$ cat config.mk
export PLATFORM = sky130hd
export DESIGN_NAME = ctrl_bubble_stage_flat
export DESIGN_NICKNAME = d
export VERILOG_FILES = /design/src/rtl/riscv_pipe_pkg.sv /design/src/rtl/ctrl_bubble_stage_if.sv /design/src/rtl/ctrl_bubble_stage_fsm.sv /design/src/rtl/ctrl_bubble_stage.sv /design/src/flat_wrapper.sv
export SDC_FILE = /design/constraint.sdc
export NUM_CORES = 1
export LEC_CHECK = 0
export CAP_MARGIN = 0
export CORE_MARGIN = 2
export CORE_UTILIZATION = 25
export DETAILED_ROUTE_END_ITERATION = 6
export PLACE_DENSITY_LB_ADDON = 0.25
export SYNTH_ARGS = -nofsm -noshare
export SYNTH_HDL_FRONTEND = slang
export SYNTH_SLANG_ARGS = --single-unit
export TNS_END_PERCENT = 20
$ cat constraint.sdc
create_clock -name clk_i -period 1.7 [get_ports clk_i]
set_clock_uncertainty 0.1 [all_clocks]
set_input_delay 0.425 -clock clk_i [delete_from_list [all_inputs] [get_ports clk_i]]
set_output_delay 0.425 -clock clk_i [all_outputs]
set_load 0.005 [all_outputs]
$ cat src/rtl/riscv_pipe_pkg.sv
// Shared ID/EX pipeline definitions: control bundle layout and bubble FSM states.
package riscv_pipe_pkg;

    localparam int unsigned CTRL_W_DEFAULT = 12;

    // Control bundle field offsets (LSB of each field)
    localparam int unsigned MEM_WRITE_BIT  = 0;
    localparam int unsigned MEM_READ_BIT   = 1;
    localparam int unsigned MEM_TO_REG_BIT = 2;
    localparam int unsigned REG_WRITE_BIT  = 3;
    localparam int unsigned ALU_SRC_BIT    = 4;
    localparam int unsigned ALU_OP_LSB     = 5;
    localparam int unsigned REG_DST_LSB    = 7;

    typedef enum logic {
        IDLE   = 1'b0,
        BUBBLE = 1'b1
    } state_t;

endpackage

$ cat src/rtl/ctrl_bubble_stage_if.sv
// ID/EX control stage bundle: decoder/hazard inputs and EX-side outputs.
interface ctrl_bubble_stage_if #(
    parameter int unsigned CTRL_W = 12,
    parameter int unsigned CNT_W  = 3,
    parameter int unsigned PERF_W = 16
) ();
    logic [CTRL_W-1:0] ctrl_i;
    logic              valid_i;
    logic              hazard_i;
    logic [CNT_W-1:0]  hazard_len_i;
    logic              stall_i;
    logic              flush_i;
    logic [CTRL_W-1:0] ctrl_o;
    logic              valid_o;
    logic              bubble_o;
    logic              stall_up_o;
    logic [PERF_W-1:0] bubble_cnt_o;

    modport slave (
        input  ctrl_i, valid_i, hazard_i, hazard_len_i, stall_i, flush_i,
        output ctrl_o, valid_o, bubble_o, stall_up_o, bubble_cnt_o
    );

    modport master (
        output ctrl_i, valid_i, hazard_i, hazard_len_i, stall_i, flush_i,
        input  ctrl_o, valid_o, bubble_o, stall_up_o, bubble_cnt_o
    );
endinterface

$ cat src/rtl/ctrl_bubble_stage_fsm.sv
// Bubble sequencer: clamps the requested length and counts out the remaining bubbles.
module hazard_bubble_fsm
    import riscv_pipe_pkg::*;
#(
    parameter int unsigned MAX_BUBBLES = 4,
    parameter int unsigned CNT_W       = $clog2(MAX_BUBBLES + 1)
) (
    input  logic             clk_i,
    input  logic             rst_n_i,
    input  logic             valid_i,
    input  logic             hazard_i,
    input  logic [CNT_W-1:0] hazard_len_i,
    input  logic             stall_i,
    input  logic             flush_i,
    output logic             bubble_sel_c,
    output logic             stall_up_c,
    output logic             perf_inc_c
);

    state_t           state_q, state_d;
    logic [CNT_W-1:0] cnt_q, cnt_d;
    logic [CNT_W-1:0] len_eff;

    always_ff @(posedge clk_i or negedge rst_n_i) begin
        if (!rst_n_i) begin
            state_q <= IDLE;
            cnt_q   <= '0;
        end else begin
            state_q <= state_d;
            cnt_q   <= cnt_d;
        end
    end

    // cnt holds bubbles still owed after the one being loaded this edge
    always_comb begin
        state_d      = state_q;
        cnt_d        = cnt_q;
        bubble_sel_c = 1'b0;
        stall_up_c   = 1'b0;
        perf_inc_c   = 1'b0;

        if (hazard_len_i == '0) begin
            len_eff = CNT_W'(1);
        end else if (hazard_len_i > CNT_W'(MAX_BUBBLES)) begin
            len_eff = CNT_W'(MAX_BUBBLES);
        end else begin
            len_eff = hazard_len_i;
        end

        if (flush_i) begin
            bubble_sel_c = 1'b1;
            state_d      = IDLE;
            cnt_d        = '0;
        end else if (stall_i) begin
            stall_up_c = 1'b1;
        end else begin
            case (state_q)
                IDLE: begin
                    if (hazard_i && valid_i) begin
                        bubble_sel_c = 1'b1;
                        stall_up_c   = 1'b1;
                        perf_inc_c   = 1'b1;
                        if (len_eff != CNT_W'(1)) begin
                            state_d = BUBBLE;
                            cnt_d   = len_eff - CNT_W'(1);
                        end
                    end
                end
                BUBBLE: begin
                    bubble_sel_c = 1'b1;
                    stall_up_c   = 1'b1;
                    perf_inc_c   = 1'b1;
                    cnt_d        = cnt_q - CNT_W'(1);
                    if (cnt_q == CNT_W'(1)) begin
                        state_d = IDLE;
                    end
                end
                default: begin
                    state_d = IDLE;
                    cnt_d   = '0;
                end
            endcase
        end
    end

endmodule

$ cat src/rtl/ctrl_bubble_stage.sv
// ID/EX control pipeline register with hazard bubble insertion, stall hold and flush.
module ctrl_bubble_stage
    import riscv_pipe_pkg::*;
#(
    parameter int unsigned       CTRL_W      = CTRL_W_DEFAULT,
    parameter logic [CTRL_W-1:0] KILL_MASK   = '1,
    parameter int unsigned       MAX_BUBBLES = 4,
    parameter int unsigned       CNT_W       = $clog2(MAX_BUBBLES + 1),
    parameter int unsigned       PERF_W      = 16
) (
    input  logic                 clk_i,
    input  logic                 rst_n_i,
    ctrl_bubble_stage_if.slave   bus
);

    logic [CTRL_W-1:0] ctrl_q, ctrl_d;
    logic              valid_q, valid_d;
    logic              bubble_q, bubble_d;
    logic [PERF_W-1:0] perf_q, perf_d;
    logic              bubble_sel_c;
    logic              stall_up_c;
    logic              perf_inc_c;

    hazard_bubble_fsm #(
        .MAX_BUBBLES (MAX_BUBBLES),
        .CNT_W       (CNT_W)
    ) u_fsm (
        .clk_i        (clk_i),
        .rst_n_i      (rst_n_i),
        .valid_i      (bus.valid_i),
        .hazard_i     (bus.hazard_i),
        .hazard_len_i (bus.hazard_len_i),
        .stall_i      (bus.stall_i),
        .flush_i      (bus.flush_i),
        .bubble_sel_c (bubble_sel_c),
        .stall_up_c   (stall_up_c),
        .perf_inc_c   (perf_inc_c)
    );

    always_ff @(posedge clk_i or negedge rst_n_i) begin
        if (!rst_n_i) begin
            ctrl_q   <= '0;
            valid_q  <= 1'b0;
            bubble_q <= 1'b0;
            perf_q   <= '0;
        end else begin
            ctrl_q   <= ctrl_d;
            valid_q  <= valid_d;
            bubble_q <= bubble_d;
            perf_q   <= perf_d;
        end
    end

    // Bubble (hazard or flush) beats stall hold, which beats normal load
    always_comb begin
        ctrl_d   = ctrl_q;
        valid_d  = valid_q;
        bubble_d = bubble_q;
        perf_d   = perf_q;

        if (bubble_sel_c) begin
            ctrl_d   = bus.ctrl_i & ~KILL_MASK;
            valid_d  = 1'b0;
            bubble_d = 1'b1;
        end else if (!bus.stall_i) begin
            ctrl_d   = bus.ctrl_i;
            valid_d  = bus.valid_i;
            bubble_d = 1'b0;
        end

        if (perf_inc_c && (perf_q != '1)) begin
            perf_d = perf_q + PERF_W'(1);
        end
    end

    assign bus.ctrl_o       = ctrl_q;
    assign bus.valid_o      = valid_q;
    assign bus.bubble_o     = bubble_q;
    assign bus.stall_up_o   = stall_up_c;
    assign bus.bubble_cnt_o = perf_q;

endmodule

$ cat src/flat_wrapper.sv
// flat-port wrapper written by rule: the top's interface ports become plain ports
module ctrl_bubble_stage_flat import riscv_pipe_pkg::*;
#(
    parameter int unsigned       CTRL_W      = CTRL_W_DEFAULT,
    parameter logic [CTRL_W-1:0] KILL_MASK   = '1,
    parameter int unsigned       MAX_BUBBLES = 4,
    parameter int unsigned       CNT_W       = $clog2(MAX_BUBBLES + 1),
    parameter int unsigned       PERF_W      = 16
)
  (clk_i, rst_n_i, bus_ctrl_i, bus_valid_i, bus_hazard_i, bus_hazard_len_i, bus_stall_i, bus_flush_i, bus_ctrl_o, bus_valid_o, bus_bubble_o, bus_stall_up_o, bus_bubble_cnt_o);
  ctrl_bubble_stage_if #(.CTRL_W(CTRL_W), .CNT_W(CNT_W), .PERF_W(PERF_W)) bus_i ();
  input  logic clk_i;
  input  logic rst_n_i;
  input wire logic [$bits(bus_i.ctrl_i)-1:0] bus_ctrl_i;
  input wire logic [$bits(bus_i.valid_i)-1:0] bus_valid_i;
  input wire logic [$bits(bus_i.hazard_i)-1:0] bus_hazard_i;
  input wire logic [$bits(bus_i.hazard_len_i)-1:0] bus_hazard_len_i;
  input wire logic [$bits(bus_i.stall_i)-1:0] bus_stall_i;
  input wire logic [$bits(bus_i.flush_i)-1:0] bus_flush_i;
  output wire logic [$bits(bus_i.ctrl_o)-1:0] bus_ctrl_o;
  output wire logic [$bits(bus_i.valid_o)-1:0] bus_valid_o;
  output wire logic [$bits(bus_i.bubble_o)-1:0] bus_bubble_o;
  output wire logic [$bits(bus_i.stall_up_o)-1:0] bus_stall_up_o;
  output wire logic [$bits(bus_i.bubble_cnt_o)-1:0] bus_bubble_cnt_o;
  assign bus_i.ctrl_i = bus_ctrl_i;
  assign bus_i.valid_i = bus_valid_i;
  assign bus_i.hazard_i = bus_hazard_i;
  assign bus_i.hazard_len_i = bus_hazard_len_i;
  assign bus_i.stall_i = bus_stall_i;
  assign bus_i.flush_i = bus_flush_i;
  assign bus_ctrl_o = bus_i.ctrl_o;
  assign bus_valid_o = bus_i.valid_o;
  assign bus_bubble_o = bus_i.bubble_o;
  assign bus_stall_up_o = bus_i.stall_up_o;
  assign bus_bubble_cnt_o = bus_i.bubble_cnt_o;
  ctrl_bubble_stage #(.CTRL_W(CTRL_W), .KILL_MASK(KILL_MASK), .MAX_BUBBLES(MAX_BUBBLES), .CNT_W(CNT_W), .PERF_W(PERF_W)) u_core (.clk_i(clk_i), .rst_n_i(rst_n_i), .bus(bus_i));
endmodule
---- Word level (Yosys, flattened, before mapping) ----
Index checks and enable logic that the tools add are counted.
cells by class
  $add $sub $neg .......................... 3
  magnitude comparators ................... 1
  eq/ne operators ......................... 7
  multiplexer cells ....................... 26
  bitwise operators ....................... 1
  reduce and logical (&&, ||, !) cells .... 4
operators with widths
  operator               count
  $mux 12                2
  $mux 3                 6
  $add 16x1->16 const B  1
  $ne 16x16->1 const B   1
  $mux 1                 15
  $ne 3x3->1 const B     2
  $pmux 3 s2             1
  $sub 3x1->3 const B    2
  $ne 2x1->1 const B     2
  $pmux 1 s2             2
  $eq 3x1->1 const B     1
  $gt 3x3->1 const B     1
  $logic_not 3->1        1
  $ne 3x1->1 const B     1
  $reduce_and 3->1       1
  $logic_and 1x1->1      2
  $not 1->1              1
word-level totals
  register bits after elaboration ......... 34
  input bits .............................. 21
  output and inout port bits .............. 31
  logic and storage cells ................. 48

---- Logic depth before layout (Yosys ltp) ----
  word-level depth ........................ 9
  depth in mapped cells ................... 5
  mapped depth without buffers ............ 5

---- Cells and area by module ----
A second synthesis with hierarchy kept.
unflattened totals
  cells, all modules ...................... 171
  area total of the unflattened synthesis .. 1791.7 sq um
by module, submodules not included
  module             instances  cells each  area each (sq um)
  ctrl_bubble_stage  1          122         1368.8
  hazard_bubble_fsm  1          49          422.9

---- Least setup slack after synthesis ----
Ideal clock, no wire load.
  kind .................................... flip-flop to flip-flop
  start point ............................. reg u_core.perf_q[0] (netlist: u_core.bus.bubble_cnt_o[0])
  end point ............................... reg u_core.perf_q[14] (netlist: u_core.bus.bubble_cnt_o[14])
  arrival ................................. 1.483 ns
  required time ........................... 1.472 ns
  slack ................................... -0.010 ns
  stages on the path, launching flop included .. 6
  path through ............................ dfrtp_1 ha_1 and2_1 nand4_2 nor4_2 mux2_1
on the way
  cells in the longest elaborated chain, start to end .. 2
  elaborated cells between the ends (all ways) .. 3
RTL lines
  element                                                line                     RTL
  start: declaration                                     ctrl_bubble_stage.sv:19  logic [PERF_W-1:0] perf_q, perf_d;
  start signal: assignment                               ctrl_bubble_stage.sv:50  perf_q <= perf_d;
  branches (longest 2 deep; another with $add 16x1->16)  n/a
Several ways; the timed one is not identified.
A chain may end at the register's enable or synchronous reset.

---- Worst setup path after layout ----
  start point ............................. reg u_core.u_fsm.state_q
  end point ............................... out bus_stall_up_o
on the way
  cells in the longest elaborated chain, start to end .. 4
RTL lines
  element                   line                         RTL
  start: declaration        ctrl_bubble_stage_fsm.sv:20  state_t state_q, state_d;
  start signal: assignment  ctrl_bubble_stage_fsm.sv:29  state_q <= state_d;
  $not 1->1                 n/a
  $pmux 1 s2 *              ctrl_bubble_stage_fsm.sv:57  case (state_q)
  $mux 1 *                  ctrl_bubble_stage_fsm.sv:54  end else if (stall_i) begin
  $mux 1 *                  ctrl_bubble_stage_fsm.sv:50  if (flush_i) begin
  end: declaration          flat_wrapper.sv:23           output wire logic [$bits(bus_i.stall_up_o)-1:0] bus_stall_up_o;
Every way passes the cells marked *; elsewhere a longest branch is shown, timed or not.

==> impl_results.md <==
* Status: finished, final reports clean
* Vias at 1434
* Data arrival, critical path at 1.13 ns
* Crit. End Element: output port
* Compound-cell area share of the yosys netlist at 16.3%
* Final ANT Viol Nets at 0
* Async SR Flop Fraction at 100%
* Leakage at 0.00145 uW
* Synth Area in XOR/XNOR at 4.68%
* Dominant synthesized flop cell: dfrtp_1
* Final setup viols at 0
* Setup WS post-layout at 0.0422 ns
* TritonCTS Buffers at 5
* Critical path startpoint category: flip-flop
* Switching Share at 27.2%
* Synth Register Bits at 34
* Core area at 0.00642 sq mm
* Initial Util at 26.2%
* Die width at 86.1 microns
* WL final at 4.22 mm
* Die area at 0.00741 sq mm
* Post-Syn Area at 0.00169 sq mm
* Fin nets at 252
* Chip Height at 86.1 microns
* Detailed placer's ending HPWL at 3.05 mm
* Simple-gate area share of the yosys netlist at 21.0%
* RSZ-0062 raised after global routing: yes
* Fraction of layout cells with a size suffix above 1 at 31.0%
* Worst VDD drop at 736 uV
* TritonCTS clock tree: done
* Worst Hold Class: flip-flop to flip-flop
* Fmax achieved at 603 MHz
* Worst relative slew slack at 66.4%
* Filler instances at 619
* Clock share of power at 30.4%
* Synth area leaders: dfrtp_1 50%, a22o_1 6.8%, xor2_1 4.2%
* Clock sinks at 34
* Switch Pwr at 557 uW
* Critical path peak fanout at 2
* Yosys warns at 0
* PwrDens at 762 mW/mm^2
* Cells after Synth at 144
* Fin. Hold Viols at 0
* RD Place Congestion at 0.755
* Pre-CTS setup slack at -0.521 ns
* Worst skew pair latency at 0.28 ns
* Hold slack at 0.402 ns
* Max Slew Vio Count at 0
* Synthesis-to-finish area growth at 59.3%
* CP Data Required Time at 1.17 ns
* Post-synth top cells: 34 x dfrtp_1, 13 x a22o_1, 12 x nand2_1
* Multiplexer share of the synthesized area at 2.90%
* Main combinational cell family by area after synthesis: simple AND/OR/NAND/NOR gates
* Fin cells at 306
* Worst slew pin tran at 0.502 ns
* CTS Buffer Depth at 2
* CTS H-tree depth at 2
* # diodes at 0
* Syn avg cell area at 11.7 sq um
* IO Pins at 52
* Total Routing Usage GR at 12.2%
* Row count at 29
* Via density at 4.69
* Most frequent cell after synthesis: dfrtp_1
* Setup CP Type: flip-flop to output port
* Buffers on Ports at 51
* Yosys cell types at 45
* Global-route wire length before repair at 7.21 mm
* Layout Utilization at 41.8%
* Total Power at 2050 uW
* Number of synthesized flops with an enable pin at 0
* Grt total ovfl at 0
* Synth Net Count at 168
* Biggest area consumer among synthesized cells: dfrtp_1
* CTS root buffer: clkbuf_8
* Sequential share of power at 45.7%
* Routed WL per cell at 13.8 microns
* Initial antenna violation count at 0
* Period minus WS final at 1.66 ns
* Placed cells at 291
* Pre-Repair DR Iteration Count at 4
* First DRT Iteration DRCs at 39
* Clk slew on worst S/H paths at 0.07 ns
* Post-synthesis adder-cell area fraction at 2.23%
* Int Power at 1490 uW
* Final worst path period share at 97.5%
* DRC viols at 0
* Area share of the largest cell type after synthesis at 50.5%
* Comb pwr share at 23.8%
* Largest net degree at the start of global routing at 35
* Max_cap viols at 0
* Vias in the first global route at 1491
* Sequential-to-total area share from yosys stat at 50.5%
==> worst paths after layout <==
check | from | to | slack [ns] | cells past startpoint
worst max-delay path | u_core.u_fsm.state_q | bus_stall_up_o | 0.04 | 4
worst min-delay path | u_core.bus.ctrl_o[8] | u_core.bus.ctrl_o[8] | 0.40 | 1
worst max register to register | u_core.bus.bubble_cnt_o[6] | u_core.bus.bubble_cnt_o[14] | 0.08 | 4
worst min register to register | u_core.bus.ctrl_o[8] | u_core.bus.ctrl_o[8] | 0.40 | 1
max in group asynchronous | rst_n_i | u_core.bus.bubble_cnt_o[5] | 0.89 | 2
min in group asynchronous | rst_n_i | u_core.bus.ctrl_o[4] | 0.41 | 2
==> registers in the layout, indices dropped and copies added (netlist names) <==
register	cells
u_core.bus.ctrl_o	12
u_core.bus.bubble_o	1
u_core.u_fsm.state_q	1
u_core.u_fsm.cnt_q	3
u_core.bus.valid_o	1
u_core.bus.bubble_cnt_o	16
==> power groups by stage <==
stage          Clock (uW)  Sequential, uW  Combinational, uW
2_1_floorplan           0             958                165
3_3_place_gp            0             951                495
3_5_place_dp            0             949                498
4_1_cts               648             935                484
5_1_grt               693             949                544
6_report              623             936                487
==> layer usage <==
metal / vias up / routed length [microns] / GRT usage, %
met5: - / 0 / 0
met4: 0 / 34 / 2.16
met3: 5 / 280 / 3.56
met2: 45 / 1830 / 18.3
met1: 677 / 2080 / 17.6
li1: 707 / - / -
==> metrics by stage <==
step	TNS [ns]	instance area (sq um)
final	0	2690
after global routing	-0.0839	2690
after CTS	-0.0699	2590
after detailed placement	-13.46	2460
after global placement	-13.86	2460
after floorplan	0	1690
==> logic make-up after synthesis <==
logic type                 after synthesis
and+or+nand+nor                         50
AOI/OAI and AO/OA                       36
DFF                                     34
xor gates and xnor gates                 9
buffers and inverters                    8
muxes                                    4
adders and majority gates                3
==> cell usage in the layout (no fill, tap or decap), drive strengths merged, types with 5 or more instances in the layout <==
cell type / instances
nand2: 13
a22o: 13
nand4: 5
nor3: 5
clkbuf: 6
dfrtp: 34
a21oi: 9
buf: 31
dlygate4sd2: 18
xor2: 8
clkdlybuf4s50: 17
dlymetal6s2s: 14
nor2: 7
==> critical path: stages (launching register included) <==
cell     delay (ns)
dfrtp_1        0.39
a21o_2         0.21
nor2_4         0.08
nor2_1         0.04
buf_2          0.13
==> cell type report <==
type	instances	area, sq um	share of cell area (%)
Clock buffer	6	82.6	3.08
Clock inverter	2	12.5	0.466
Inverter	4	15.0	0.559
Multi-Input combinational cell	102	860	32.0
Sequential cell	34	856	31.9
Tap cell	77	96.3	3.59
Timing Repair Buffer	81	763	28.4
==> what timing repair did <==
| item | in CTS | in global routing |
|---|---|---|
| endpoints found under the setup margin | 44 | 39 |
| hold endpoints to repair | 0 | 0 |
| hold buffers | 0 | 0 |
| pin swaps | 6 | 4 |
| resized for setup | 33 | 22 |
| buffers inserted | 4 | 3 |
Note: power is estimated with default switching activity, not from simulation.
